--- config.mk ---
export PLATFORM = sky130hd
export DESIGN_NAME = vga_tile_pixel_source_flat
export DESIGN_NICKNAME = d
export VERILOG_FILES = /design/src/rtl/vga_tile_pixel_source_pkg.sv /design/src/rtl/vga_tile_pixel_source_if.sv /design/src/rtl/vga_tile_pixel_source_timing.sv /design/src/rtl/vga_tile_pixel_source.sv /design/src/flat_wrapper.sv
export SDC_FILE = /design/constraint.sdc
export NUM_CORES = 1
export LEC_CHECK = 0
export CAP_MARGIN = 20
export CORE_MARGIN = 2
export CORE_UTILIZATION = 63
export CTS_CLUSTER_DIAMETER = 120
export DETAILED_ROUTE_END_ITERATION = 7
export DONT_BUFFER_PORTS = 1
export PLACE_DENSITY = 0.79
export SLEW_MARGIN = 5
export SYNTH_ARGS = -nofsm -noshare
export SYNTH_HDL_FRONTEND = slang
export SYNTH_SLANG_ARGS = --single-unit
--- constraint.sdc ---
create_clock -name pixel_clk -period 3.8 [get_ports pixel_clk]
set_input_delay 0.76 -clock pixel_clk [delete_from_list [all_inputs] [get_ports pixel_clk]]
set_output_delay 0.76 -clock pixel_clk [all_outputs]
set_load 0.005 [all_outputs]
--- src/rtl/vga_tile_pixel_source_pkg.sv ---
// vga_tile_pkg -- shared timing constants, map word layout and pixel types for the tile pixel source.
// rev 1.0
`default_nettype none

package vga_tile_pkg;

  localparam logic [9:0] H_ACTIVE = 10'd640;
  localparam logic [9:0] H_FP     = 10'd16;
  localparam logic [9:0] H_SYNC   = 10'd96;
  localparam logic [9:0] H_BP     = 10'd48;
  localparam logic [9:0] V_ACTIVE = 10'd480;
  localparam logic [9:0] V_FP     = 10'd10;
  localparam logic [9:0] V_SYNC   = 10'd2;
  localparam logic [9:0] V_BP     = 10'd33;

  localparam logic [9:0] H_TOTAL  = H_ACTIVE + H_FP + H_SYNC + H_BP;
  localparam logic [9:0] V_TOTAL  = V_ACTIVE + V_FP + V_SYNC + V_BP;

  localparam int TILE_BITS    = 5;
  localparam int MAP_W        = 20;
  localparam int MAP_H        = 15;
  localparam int MAP_HIDE_BIT = 7;
  localparam int MAP_FLIP_BIT = 6;
  localparam int SPRITE_ID_W  = 6;

  typedef struct packed {
    logic [3:0] r;
    logic [3:0] g;
    logic [3:0] b;
  } rgb12_t;

  typedef struct packed {
    logic                   hide;
    logic                   hflip;
    logic [SPRITE_ID_W-1:0] sprite_id;
  } map_word_t;

  // Per-pixel sideband carried alongside the fetch pipeline.
  typedef struct packed {
    logic       vde;
    logic       hs;
    logic       vs;
    logic [9:0] x;
    logic [9:0] y;
  } px_tag_t;

  localparam px_tag_t TAG_IDLE = '{vde: 1'b0, hs: 1'b1, vs: 1'b1, x: 10'd0, y: 10'd0};

endpackage

`default_nettype wire

--- src/rtl/vga_tile_pixel_source_if.sv ---
// vga_tile_pixel_source_if -- read bus to the tile map RAM and sprite ROM.
// rev 1.0
`default_nettype none

interface vga_tile_pixel_source_if;
  logic [8:0]  map_addr;
  logic [7:0]  map_rdata;
  logic [15:0] rom_addr;
  logic [3:0]  rom_rdata;

  modport master (output map_addr, output rom_addr, input map_rdata, input rom_rdata);
  modport slave  (input map_addr, input rom_addr, output map_rdata, output rom_rdata);
endinterface

`default_nettype wire

--- src/rtl/vga_tile_pixel_source_timing.sv ---
// vga_timing_counter -- 800x525 raster counters with raw sync/enable decode.
// rev 1.0
`default_nettype none

module vga_timing_counter
  import vga_tile_pkg::*;
(
  input  wire logic       pixel_clk,
  input  wire logic       arstn,
  output logic      [9:0] o_hc,
  output logic      [9:0] o_vc,
  output logic            o_raw_hs,
  output logic            o_raw_vs,
  output logic            o_raw_vde,
  output logic            o_vblank_start
);

  logic       r_run;
  logic [9:0] r_hc;
  logic [9:0] r_vc;

  // r_run holds the counters at (0,0) for one cycle after reset so pixel 0
  // enters the pipeline together with its valid bit.
  always_ff @(posedge pixel_clk) begin
    if (!arstn) begin
      r_run <= 1'b0;
      r_hc  <= 10'd0;
      r_vc  <= 10'd0;
    end else begin
      r_run <= 1'b1;
      if (r_run) begin
        if (r_hc == H_TOTAL - 10'd1) begin
          r_hc <= 10'd0;
          r_vc <= (r_vc == V_TOTAL - 10'd1) ? 10'd0 : r_vc + 10'd1;
        end else begin
          r_hc <= r_hc + 10'd1;
        end
      end
    end
  end

  assign o_hc           = r_hc;
  assign o_vc           = r_vc;
  assign o_raw_vde      = r_run && (r_hc < H_ACTIVE) && (r_vc < V_ACTIVE);
  assign o_raw_hs       = !((r_hc >= H_ACTIVE + H_FP) && (r_hc < H_ACTIVE + H_FP + H_SYNC));
  assign o_raw_vs       = !((r_vc >= V_ACTIVE + V_FP) && (r_vc < V_ACTIVE + V_FP + V_SYNC));
  assign o_vblank_start = r_run && (r_hc == 10'd0) && (r_vc == V_ACTIVE);

endmodule

`default_nettype wire

--- src/rtl/vga_tile_pixel_source.sv ---
// vga_tile_pixel_source -- 640x480 tile/sprite pixel stream with palette, 4-cycle fetch pipeline.
// rev 1.0
`default_nettype none

module vga_tile_pixel_source
  import vga_tile_pkg::*;
(
  input  wire logic                        pixel_clk,
  input  wire logic                        arstn,
  vga_tile_pixel_source_if.master          mem,
  input  wire logic                        pal_we,
  input  wire logic                 [3:0]  pal_idx,
  input  wire logic                 [11:0] pal_data,
  input  wire logic                 [11:0] bg_color,
  output logic                      [3:0]  red,
  output logic                      [3:0]  green,
  output logic                      [3:0]  blue,
  output logic                             hsync,
  output logic                             vsync,
  output logic                             vde,
  output logic                      [9:0]  drawX,
  output logic                      [9:0]  drawY,
  output logic                             vblank_start
);

  logic [9:0]  w_hc;
  logic [9:0]  w_vc;
  logic        w_hs;
  logic        w_vs;
  logic        w_vde;
  logic [8:0]  w_map_addr;
  logic [4:0]  w_col;
  map_word_t   w_map;

  px_tag_t     r_tag [1:4];
  logic [8:0]  r_map_addr;
  logic [15:0] r_rom_addr;
  logic        r_hide;
  logic [11:0] r_color;
  rgb12_t      r_rgb;
  logic [11:0] r_pal [16];

  vga_timing_counter u_timing (
    .pixel_clk      (pixel_clk),
    .arstn          (arstn),
    .o_hc           (w_hc),
    .o_vc           (w_vc),
    .o_raw_hs       (w_hs),
    .o_raw_vs       (w_vs),
    .o_raw_vde      (w_vde),
    .o_vblank_start (vblank_start)
  );

  // Tile index = row*20 + col, built from shifts so no multiplier is needed.
  assign w_map_addr = ({4'd0, w_vc[9:5]} << 4) + ({4'd0, w_vc[9:5]} << 2) + {4'd0, w_hc[9:5]};
  assign w_map      = mem.map_rdata;
  assign w_col      = w_map.hflip ? ~r_tag[1].x[4:0] : r_tag[1].x[4:0];

  always_ff @(posedge pixel_clk) begin
    if (!arstn) begin
      for (int i = 1; i <= 4; i++) begin
        r_tag[i] <= TAG_IDLE;
      end
      r_map_addr <= 9'd0;
      r_rom_addr <= 16'd0;
      r_hide     <= 1'b0;
      r_color    <= 12'd0;
      r_rgb      <= '0;
    end else begin
      r_tag[1]   <= '{vde: w_vde, hs: w_hs, vs: w_vs, x: w_hc, y: w_vc};
      r_tag[2]   <= r_tag[1];
      r_tag[3]   <= r_tag[2];
      r_tag[4]   <= r_tag[3];
      r_map_addr <= w_vde ? w_map_addr : 9'd0;
      r_rom_addr <= {w_map.sprite_id, r_tag[1].y[4:0], w_col};
      r_hide     <= w_map.hide;
      r_color    <= (r_hide || (mem.rom_rdata == 4'd0)) ? bg_color : r_pal[mem.rom_rdata];
      r_rgb      <= r_tag[3].vde ? rgb12_t'(r_color) : '0;
    end
  end

  // Lookup above reads the pre-write entry, so a same-cycle write shows up one pixel later.
  always_ff @(posedge pixel_clk) begin
    if (!arstn) begin
      for (int i = 0; i < 16; i++) begin
        r_pal[i] <= {4'(i), 4'(i), 4'(i)};
      end
    end else if (pal_we) begin
      r_pal[pal_idx] <= pal_data;
    end
  end

  assign mem.map_addr = r_map_addr;
  assign mem.rom_addr = r_rom_addr;
  assign red          = r_rgb.r;
  assign green        = r_rgb.g;
  assign blue         = r_rgb.b;
  assign hsync        = r_tag[4].hs;
  assign vsync        = r_tag[4].vs;
  assign vde          = r_tag[4].vde;
  assign drawX        = r_tag[4].x;
  assign drawY        = r_tag[4].y;

endmodule

`default_nettype wire

--- src/flat_wrapper.sv ---
// flat-port wrapper written by rule: the top's interface ports become plain ports
module vga_tile_pixel_source_flat import vga_tile_pkg::*;
  (pixel_clk, arstn, pal_we, pal_idx, pal_data, bg_color, red, green, blue, hsync, vsync, vde, drawX, drawY, vblank_start, mem_map_addr, mem_rom_addr, mem_map_rdata, mem_rom_rdata);
  vga_tile_pixel_source_if mem_i ();
  input  wire logic pixel_clk;
  input  wire logic arstn;
  input  wire logic pal_we;
  input  wire logic                 [3:0] pal_idx;
  input  wire logic                 [11:0] pal_data;
  input  wire logic                 [11:0] bg_color;
  output logic                      [3:0] red;
  output logic                      [3:0] green;
  output logic                      [3:0] blue;
  output logic hsync;
  output logic vsync;
  output logic vde;
  output logic                      [9:0] drawX;
  output logic                      [9:0] drawY;
  output logic vblank_start;
  output wire logic [$bits(mem_i.map_addr)-1:0] mem_map_addr;
  output wire logic [$bits(mem_i.rom_addr)-1:0] mem_rom_addr;
  input wire logic [$bits(mem_i.map_rdata)-1:0] mem_map_rdata;
  input wire logic [$bits(mem_i.rom_rdata)-1:0] mem_rom_rdata;
  assign mem_map_addr = mem_i.map_addr;
  assign mem_rom_addr = mem_i.rom_addr;
  assign mem_i.map_rdata = mem_map_rdata;
  assign mem_i.rom_rdata = mem_rom_rdata;
  vga_tile_pixel_source u_core (.pixel_clk(pixel_clk), .arstn(arstn), .mem(mem_i), .pal_we(pal_we), .pal_idx(pal_idx), .pal_data(pal_data), .bg_color(bg_color), .red(red), .green(green), .blue(blue), .hsync(hsync), .vsync(vsync), .vde(vde), .drawX(drawX), .drawY(drawY), .vblank_start(vblank_start));
endmodule
==> metrics.txt, run 1 <==
Setup crit start kind flop; Sequential Power Share 53.8%; placed cell area 13600 sq um; num rows 53; hpwl dp 16700 microns; P_int 0.00596 W; final non-filler cell total 1331; first-pass GRT wire length 41800 microns; Critical Path AT 1880 ps; total grt overflow 0; Global Route Usage Sum 24.4%; CP Capture Type primary output; FMAX 379 MHz; Final #Nets 1092; setup violators final 0; clock latency on the worst-skew pair 510 ps; post-synth top area share 39.7%; Die Y 151 microns; Worst Hold Class in -> reg; Slew Viols, Final 0; crit-path cells nand4_1 -> or4_1 -> nor2_1; Worst-Margin Slew 968 ps; Yosys cell types 49; status complete, no violations; IO Pins 104; vias per cell 5.94; vias in the first global route 7516; drt initial violations 872; n_diodes 0; pwr dens 510 nW/um^2; Port Buffers 0; mean post-synth cell area 12.6 sq um; clock-pin slew on the worst setup and hold paths 60 ps; Fin. Hold Viols 0; Fillers 1413; antenna violations before repair 1; Starting Density 64.6%; post_cts resized 0; WL/cell 20.5 microns; setup tns final 0 ps; EDFF count, synth 180; synthesized netlist cell count 1081; Mapped Area 13600 sq um; CP max stage cell dfxtp_1; iteration count of the initial detailed-routing pass 5; synth top area cells edfxtp_1 (40%), dfxtp_1 (23%), and2_1 (8.5%); CP Class reg -> out; via count 7900; Peak VDD IR 402 uV; Area Growth Syn to Fin 8.03%; Hold-fix buffers, CTS 0; combinational power share 4.1%; CTS tree built; routability cong. 0.885; Finished Cell Area 14700 sq um; synthesized flop and latch total 338; largest net degree at the start of global routing 154; fin crit share 69.5%; DRC errors left 0; min Tclk post-route 2640 ps; ratio of cells with drive above 1 in the final layout 12.0%; Worst slew margin 35.3%; Sw Share 20.5%; core area 21100 sq um; number of buffers created by CTS 34; total detailed-routing wirelength 27200 microns; clock sinks 338; Longest Clk Path Bufs 3; Max Clock Skew 9.93 ps; Synth area leader edfxtp_1; unrepaired setup endpoints after global routing false; Routed Antenna Nets 0; switching pwr 0.00154 W; CP peak stage delay 480 ps; leak pwr 5.34 nW; CP Max Fanout 9; Syn Nets 1139; Die Wd 151 microns; Die ar. 22800 sq um; sequential area share after synthesis 62.9%; placed cells 1271; Clk pwr share 42.1%; root buffer cell clkbuf_16; Post-synth top flop edfxtp_1; ys async rst share 0%; post-CTS setup buffer count 0; Critical Path RT 3040 ps; htree depth 2; fin util 69.8%; YS warnings 0; Max-cap violations 0
synth_stat cells (2+ instances only):
library cell	number
a21boi_0	3
a21o_1	2
a21oi_1	7
a221oi_1	12
a22o_1	11
a22oi_1	12
a31oi_1	12
and2_1	186
and3_1	15
and4_1	2
buf_1	5
buf_2	10
buf_4	25
clkbuf_1	65
dfxtp_1	158
edfxtp_1	180
fa_1	2
ha_1	13
inv_1	24
mux2_2	23
mux2i_1	3
mux4_2	24
nand2_1	21
nand2b_1	23
nand3_1	10
nand4_1	6
nand4b_1	4
nor2_1	30
nor2b_1	18
nor3_1	6
nor4_1	2
o21ai_0	29
o22ai_1	12
o31ai_1	3
or3_1	89
or4_1	3
or4_4	2
xnor2_1	9
xor2_1	10
final timing paths:
check                           slack [ps]                     end  cells after the start                    start
worst min-delay path                   330   u_core.u_timing.r_run                      0                    arstn
worst min register to register         400     u_core.r_tag[0][66]                      1      u_core.r_tag[0][43]
worst max-delay path                  1160            vblank_start                      3  u_core.u_timing.o_vc[6]
worst max register to register        1480  u_core.mem.map_addr[7]                      8  u_core.u_timing.o_vc[5]
sequential cells by signal (all words and copies together), names as in the netlist, 4 cells and up:
register and flops:
u_core.red 4, u_core.u_timing.o_vc 10, u_core.r_pal 180, u_core.u_timing.o_hc 10, u_core.blue 4, u_core.green 4
u_core.mem.map_addr 9, u_core.r_tag 87, u_core.r_color 12, u_core.mem.rom_addr 16
stage by stage:
stage	hold slack, ps	total power (W)	setup slack (ps)
after global placement	392	0.00439	1410
after CTS	273	0.00753	1130
after floorplan	386	0.00435	890
final	333	0.00750	1160
after global routing	274	0.00772	1040
after detailed placement	392	0.00441	1310
layer usage:
metal | global-route usage, % | part of all wire, % | vias up
met3 | 4.55 | 8.1 | 72
li1 | - | - | 3709
met4 | 9.95 | 3.5 | 0
met1 | 34.0 | 41 | 3755
met5 | 0 | 0 | -
met2 | 38.0 | 47 | 364
kinds of logic (layout without fill, tap and decap cells):
group	Yosys count	count (layout)	share of synthesized area, %
flops	338	338	62.9
buf+inv	130	105	4.42
xor+xnor	19	19	1.22
mux	50	50	6.09
compound gates	106	106	5.18
simple gates	423	423	18.7
fa+ha+maj	15	15	1.49
worst max-delay path: cells and delay by family, from the launching register on:
family,cells,cell delay [ps]
AND/OR/NAND/NOR,3,890
flip-flops,1,480
power by group through the flow:
| stage | sequential [W] | clock (W) | combinational (W) |
|---|---|---|---|
| floorplan | 0.00408 | 0 | 0.000268 |
| global placement | 0.00410 | 0 | 0.000293 |
| detailed placement | 0.00411 | 0 | 0.000299 |
| CTS | 0.00403 | 0.00320 | 0.000301 |
| global route | 0.00404 | 0.00334 | 0.000332 |
| finish | 0.00403 | 0.00316 | 0.000309 |
cell usage in the layout, fill, tap and decap left out, types with 3 or more instances in the layout:
cell       instances
and2_1           186
edfxtp_1         180
dfxtp_1          158
or3_1             89
clkbuf_16         35
nor2_1            30
o21ai_0           29
inv_1             24
mux4_2            24
nand2b_1          23
mux2_2            23
nand2_1           21
buf_4             21
nor2b_1           18
and3_1            15
ha_1              13
o22ai_1           12
a221oi_1          12
a22oi_1           12
a31oi_1           12
a22o_1            11
xor2_1            10
nand3_1           10
xnor2_1            9
a21oi_1            7
nor3_1             6
nand4_1            6
clkbuf_8           6
clkbuf_1           6
nand4b_1           4
clkinv_2           4
or4_1              3
a21boi_0           3
mux2i_1            3
o31ai_1            3
clkbuf_2           3
area by class of cell:
cell class	instances	area [sq um]	area share (%)
Tap cell	275	344	2.34
Timing Repair Buffer	23	200	1.36
Sequential cell	338	8570	58.2
Clock buffer	51	1000	6.82
Multi-Input combinational cell	613	4450	30.2
Clock inverter	7	57.6	0.391
Inverter	24	90.1	0.612
Note: power is estimated with default switching activity, not from simulation.
==> inputs of run 2 (changes only) <==
--- a/config.mk
+++ b/config.mk
@@ -7,11 +7,11 @@
 export LEC_CHECK = 0
 export CAP_MARGIN = 20
 export CORE_MARGIN = 2
-export CORE_UTILIZATION = 63
+export CORE_UTILIZATION = 57
 export CTS_CLUSTER_DIAMETER = 120
 export DETAILED_ROUTE_END_ITERATION = 7
 export DONT_BUFFER_PORTS = 1
-export PLACE_DENSITY = 0.79
+export PLACE_DENSITY = 0.75
 export SLEW_MARGIN = 5
 export SYNTH_ARGS = -nofsm -noshare
 export SYNTH_HDL_FRONTEND = slang
==> constraint.sdc (replaced) <==
create_clock -name pixel_clk -period 2.33 [get_ports pixel_clk]
set_input_delay 0.466 -clock pixel_clk [delete_from_list [all_inputs] [get_ports pixel_clk]]
set_output_delay 0.466 -clock pixel_clk [all_outputs]
set_load 0.005 [all_outputs]
==> run 2 against run 1 <==
Design area rose by 2.4%. Register-to-register slack got worse by 1300 ps. Sequential cell count did not move. Power rose by 70%. Wire length rose by 2.7%. Via count rose by 1.7%. Largest cell class unchanged.
==> metrics.txt, run 2 (synthesis results as in run 1) <==
status complete, no violations; routability cong. 0.846 (-4.4%); fin util 64.2% (-5.6 points); clock sinks 338 (unchanged); Worst path top cell family by delay simple AND/OR/NAND/NOR gates; Critical Path RT 1860 ps (-1180 ps); CTS tree built; IO Pins 104 (unchanged); met3 Use GR 5.33% (+0.79 points); clock latency on the worst-skew pair 520 ps (about the same); Die ar. 25100 sq um (+10%); final non-filler cell total 1405 (+5.6%); Port Buffers 0 (unchanged); commonest cells after routing, fill and taps aside and2_1 (186), edfxtp_1 (180), dfxtp_1 (156); worst setup margin 105 ps (-1050 ps); Critical Path AT 1760 ps (-120 ps); Global Route Usage Sum 22.4% (-2.0 points); CP Max Fanout 9 (unchanged); setup tns final 0 ps (unchanged); Longest Clk Path Bufs 3 (unchanged); Fin. Hold Viols 0 (unchanged); met1 Use GR 31.1% (-3.0 points); htree depth 2 (unchanged); WL/cell 19.9 microns (-2.8%); Final #Nets 1117 (+2.3%); fin crit share 95.5%; Die Wd 159 microns (+5.0%); Worst Hold Class in -> reg; crit-path cells buf_4 -> nand4_1 -> or4_1 -> nor2_1; Die Y 159 microns (+5.0%); Largest Register u_core.r_pal; DRC errors left 0 (unchanged); antenna violations before repair 2 (+1); Sw Share 20.4% (-0.083 points); CP max stage cell or4_1; FMAX 449 MHz; Worst-Margin Slew 769 ps (-199 ps); switching pwr 0.00260 W (+69%); CP Capture Type primary output; Sequential Power Share 51.6% (-2.2 points); Clk pwr share 44.2% (+2.1 points); met2 usage 35.3% (-2.7 points); root buffer cell clkbuf_16; ratio of cells with drive above 1 in the final layout 14.3% (+2.2 points); P_int 0.0101 W (+70%); n_diodes 0 (unchanged); vias per cell 5.72 (-3.6%); max FFs per register 180 (unchanged); min Tclk post-route 2220 ps; Crit path buffers/inverters 1 (+1); setup violators final 0 (unchanged); Peak VDD IR 570 uV (+42%); hold path depth 1 (+1); Max-cap violations 0 (unchanged); largest net degree at the start of global routing 154 (unchanged); pre-CTS setup slack 127 ps (-1180 ps); Starting Density 58.0% (-6.6 points); Max Clock Skew 21.5 ps (+11.6 ps); flop-to-flop setup slack 200 ps (-1280 ps); CP peak stage delay 440 ps (-40 ps); clock-pin slew on the worst setup and hold paths 60 ps (about the same); num rows 56 (+5.7%); Routed Antenna Nets 0 (unchanged); leak pwr 5.50 nW (+3.0%); CP Class reg -> out; hpwl dp 17100 microns (+2.0%); GRT busiest layer met2; vias in the first global route 7604 (+1.2%); core area 23500 sq um (+11%); commonest non-fill, non-tap cell in the layout and2_1; placed cells 1337 (+5.2%); pwr dens 845 nW/um^2 (+66%); overall power 0.0127 W (+70%); Area Growth Syn to Fin 10.6%; Worst slew margin 48.7% (+13 points); via count 8035 (+1.7%); Reg2Reg Depth 8 (unchanged); critical path depth in cells 4 (+1); drt initial violations 718 (-18%); Slew Viols, Final 0 (unchanged); total detailed-routing wirelength 28000 microns (+2.7%); first-pass GRT wire length 42400 microns (+1.6%); number of buffers created by CTS 36 (+5.9%); Setup crit start kind flop; total grt overflow 0 (unchanged); combinational power share 4.2% (about the same); iteration count of the initial detailed-routing pass 5 (unchanged)
[run 2: routing by layer]
metal  part of all wire (%)  routed length, microns  vias up
met3                    9.9                    2770       59
met2                     47                   13000      360
li1                       -                       -     3767
met5                      0                       0        -
met4                    2.4                     663        0
met1                     41                   11500     3849
[run 2: final timing paths]
path / end / from
setup / recovery: vblank_start / u_core.u_timing.o_vc[5]
hold reg to reg: u_core.r_tag[0][89] / u_core.r_tag[0][66]
hold / removal: u_core.r_tag[0][89] / arstn
setup reg to reg: u_core.mem.map_addr[7] / u_core.u_timing.o_hc[9]
[run 2: layout make-up]
cell class,instances,area [sq um]
Multi-Input combinational cell,613,4460
Inverter,24,90.1
Clock inverter,20,185
Tap cell,319,399
Timing Repair Buffer,46,360
Clock buffer,45,997
Fill cell,1721,8410
Sequential cell,338,8570
[run 2: what timing repair did]
item	CTS	global route
setup endpoints to repair	1	3
gates cloned	0	0
hold endpoints to repair	1	0
hold buffers	1	0
setup buffers	0	2
resized for setup	1	3
pin swaps	0	1
[run 2: per-stage QoR]
step / cell area, sq um / hold WS, ps
finish: 15100 / 53.2
floorplan: 13600 / 386
detailed placement: 13800 / 395
CTS: 15000 / 24.8
global placement: 13800 / 390
global route: 15100 / 30.4
[run 2: power by group through the flow]
stage,sequential [W],clock [W],combinational (W)
floorplan,0.00666,0,0.000438
detailed placement,0.00669,0,0.000526
global placement,0.00668,0,0.000518
global route,0.00658,0.00596,0.000569
CTS,0.00657,0.00572,0.000531
finish,0.00657,0.00563,0.000532
==> inputs of run 3 (changes only) <==
--- a/config.mk
+++ b/config.mk
@@ -8,10 +8,9 @@
 export CAP_MARGIN = 20
 export CORE_MARGIN = 2
 export CORE_UTILIZATION = 57
-export CTS_CLUSTER_DIAMETER = 120
 export DETAILED_ROUTE_END_ITERATION = 7
 export DONT_BUFFER_PORTS = 1
-export PLACE_DENSITY = 0.75
+export PLACE_DENSITY = 0.73
 export SLEW_MARGIN = 5
 export SYNTH_ARGS = -nofsm -noshare
 export SYNTH_HDL_FRONTEND = slang
==> run 3 against run 2 <==
Fmax decreased by 0.40%. Wire length decreased by 1.8%. Worst setup slack got worse by 8.9 ps. Sequential power about the same. Combinational power decreased by 2%. Critical path depth unchanged.
==> metrics.txt, run 3 (synthesis results as in run 1) <==
WL/cell 19.6 microns (-1.6%); unrepaired setup endpoints after global routing false; register area 8570 sq um (unchanged); commonest cells after routing, fill and taps aside and2_1 (186), edfxtp_1 (180), dfxtp_1 (156); iteration count of the initial detailed-routing pass 8 (+3); CP max stage cell or4_1; CP Max Fanout 8 (-1); Multi-input gate area 4450 sq um (-0.17%); crit-path cells buf_4 -> nand4_1 -> or4_1 -> nor2_1; CTS tree built; Slew Viols, Final 0 (unchanged); Area Growth Syn to Fin 9.31%; Reg-to-Reg End u_core.mem.map_addr[7]; max FFs per register 180 (unchanged); Longest Clk Path Bufs 3 (unchanged); CP Capture Type primary output; Critical Path Sink vblank_start; ratio of cells with drive above 1 in the final layout 13.6% (-0.69 points); Port Buffers 0 (unchanged); vias in the first global route 7690 (+1.1%); clock latency on the worst-skew pair 500 ps (-20 ps); Global Route Usage Sum 22.2% (-0.20 points); Fillers 1785 (+3.7%); CP peak stage delay 450 ps (about the same); Peak VDD IR 657 uV (+15%); Largest Register u_core.r_pal; Die Wd 159 microns (unchanged); CP Class reg -> out; fin crit share 95.9% (+0.38 points); Worst Setup SP u_core.u_timing.o_vc[6]; commonest non-fill, non-tap cell in the layout and2_1; vias per cell 5.72 (about the same); clock-pin slew on the worst setup and hold paths 60 ps (about the same); core area 23500 sq um (unchanged); Max-cap violations 0 (unchanged); hpwl dp 16900 microns (-1.0%); Final #Nets 1114 (-0.27%); Max Clock Skew 12.2 ps (-9.36 ps); clock sinks 338 (unchanged); placed cell area 13800 sq um (-0.14%); Routed Antenna Nets 0 (unchanged); largest net degree at the start of global routing 154 (unchanged); Worst Hold Class in -> reg; DRC errors left 0 (unchanged); min Tclk post-route 2230 ps (+8.93 ps); first-pass GRT wire length 42000 microns (-1.1%); Starting Density 58.0% (unchanged); routability cong. 0.852 (+0.69%); Reg2Reg Depth 8 (unchanged); fin util 63.4% (-0.74 points); flop-to-flop setup slack 150 ps (-50 ps); total detailed-routing wirelength 27500 microns (-1.8%); pwr dens 817 nW/um^2 (-3.3%); FMAX 448 MHz (-0.40%); number of buffers created by CTS 36 (unchanged); setup violators final 0 (unchanged); post-CTS setup buffer count 0 (unchanged); Fin. Hold Viols 0 (unchanged); status complete, no violations; Die Y 159 microns (unchanged); IO Pins 104 (unchanged); via count 8020 (-0.19%); Worst-Margin Slew 955 ps (+186 ps); Critical Path AT 1770 ps (about the same); num rows 56 (unchanged); Critical Path RT 1860 ps (about the same); leak pwr 5.42 nW (-1.6%); Setup crit start kind flop; root buffer cell clkbuf_16; antenna violations before repair 2 (unchanged); htree depth 2 (unchanged); Finished Cell Area 14900 sq um (-1.1%); total grt overflow 0 (unchanged); worst reg2reg startpoint u_core.u_timing.o_hc[9]; Die ar. 25100 sq um (unchanged); Worst slew margin 36.1% (-13 points); drt initial violations 824 (+15%)
[run 3: cell types whose count changed in the layout (fill, tap and decap cells not counted), sizes merged]
cell      delta
buf          -3
clkinv       -2
bufinv       -3
diode        +2
clkbuf       +3
clkinvlp     +1
[run 3: per-layer routing]
metal	routed length (microns)	GRT usage, %	part of all wire [%]	up-vias
li1	-	-	-	3752
met1	11400	29.7	41	3865
met2	12800	35.1	47	324
met3	2340	5.91	8.5	77
met4	919	7.94	3.3	2
met5	9	0	0.033	-
[run 3: timing repair]
item / CTS / global route
hold buffers: 1 / 0
endpoints found under the setup margin: 0 / 2
hold endpoints to repair: 1 / 0
resized for setup: 0 / 2
[run 3: worst min path at each step]
stage | depth (start not counted) | slack (ps) | from | endpoint
2_1_floorplan | 1 | 390 | u_core.r_tag[0][89] | u_core.r_tag[0][112]
3_3_place_gp | 1 | 390 | u_core.r_tag[0][90] | u_core.r_tag[0][113]
3_5_place_dp | 1 | 390 | u_core.r_tag[0][90] | u_core.r_tag[0][113]
4_1_cts | 1 | 40 | arstn | u_core.r_tag[0][66]
5_1_grt | 1 | 40 | arstn | u_core.r_tag[0][66]
6_report | 1 | 60 | arstn | u_core.r_tag[0][66]
[run 3: worst max-delay path, delay by kind of cell (launching register included)]
family,cells,cell delay [ps]
buffers and inverters,1,160
AND/OR/NAND/NOR,3,790
flip-flops,1,330
[run 3: cell type report]
| cell class | count | area share [%] |
|---|---|---|
| Inverter | 24 | 0.605 |
| Antenna cell | 2 | 0.0336 |
| Tap cell | 319 | 2.68 |
| Sequential cell | 338 | 57.6 |
| Timing Repair Buffer | 43 | 2.19 |
| Clock inverter | 16 | 0.681 |
| Clock buffer | 48 | 6.35 |
| Multi-Input combinational cell | 613 | 29.9 |
[run 3: through the flow]
step / hold slack [ps] / setup TNS [ps] / std cells / setup WS (ps) / total power, W
after CTS: 39.5 / 0 / 1401 / 32.4 / 0.0123
after global routing: 44.0 / 0 / 1402 / 14.4 / 0.0125
after floorplan: 386 / -15210 / 1081 / -286 / 0.00710
after detailed placement: 395 / 0 / 1336 / 111 / 0.00721
final: 60.0 / 0 / 1403 / 96.2 / 0.0122
after global placement: 390 / 0 / 1336 / 154 / 0.00719
[run 3: where the power goes]
group | internal (W) | leakage, nW | switching, W | total (W)
Combinational | 0.000244 | 1.85 | 0.000279 | 0.000523
Sequential | 0.00649 | 3.05 | 0.0000704 | 0.00656
Clock | 0.00288 | 0.519 | 0.00220 | 0.00508
Total | 0.00962 | 5.42 | 0.00255 | 0.0122
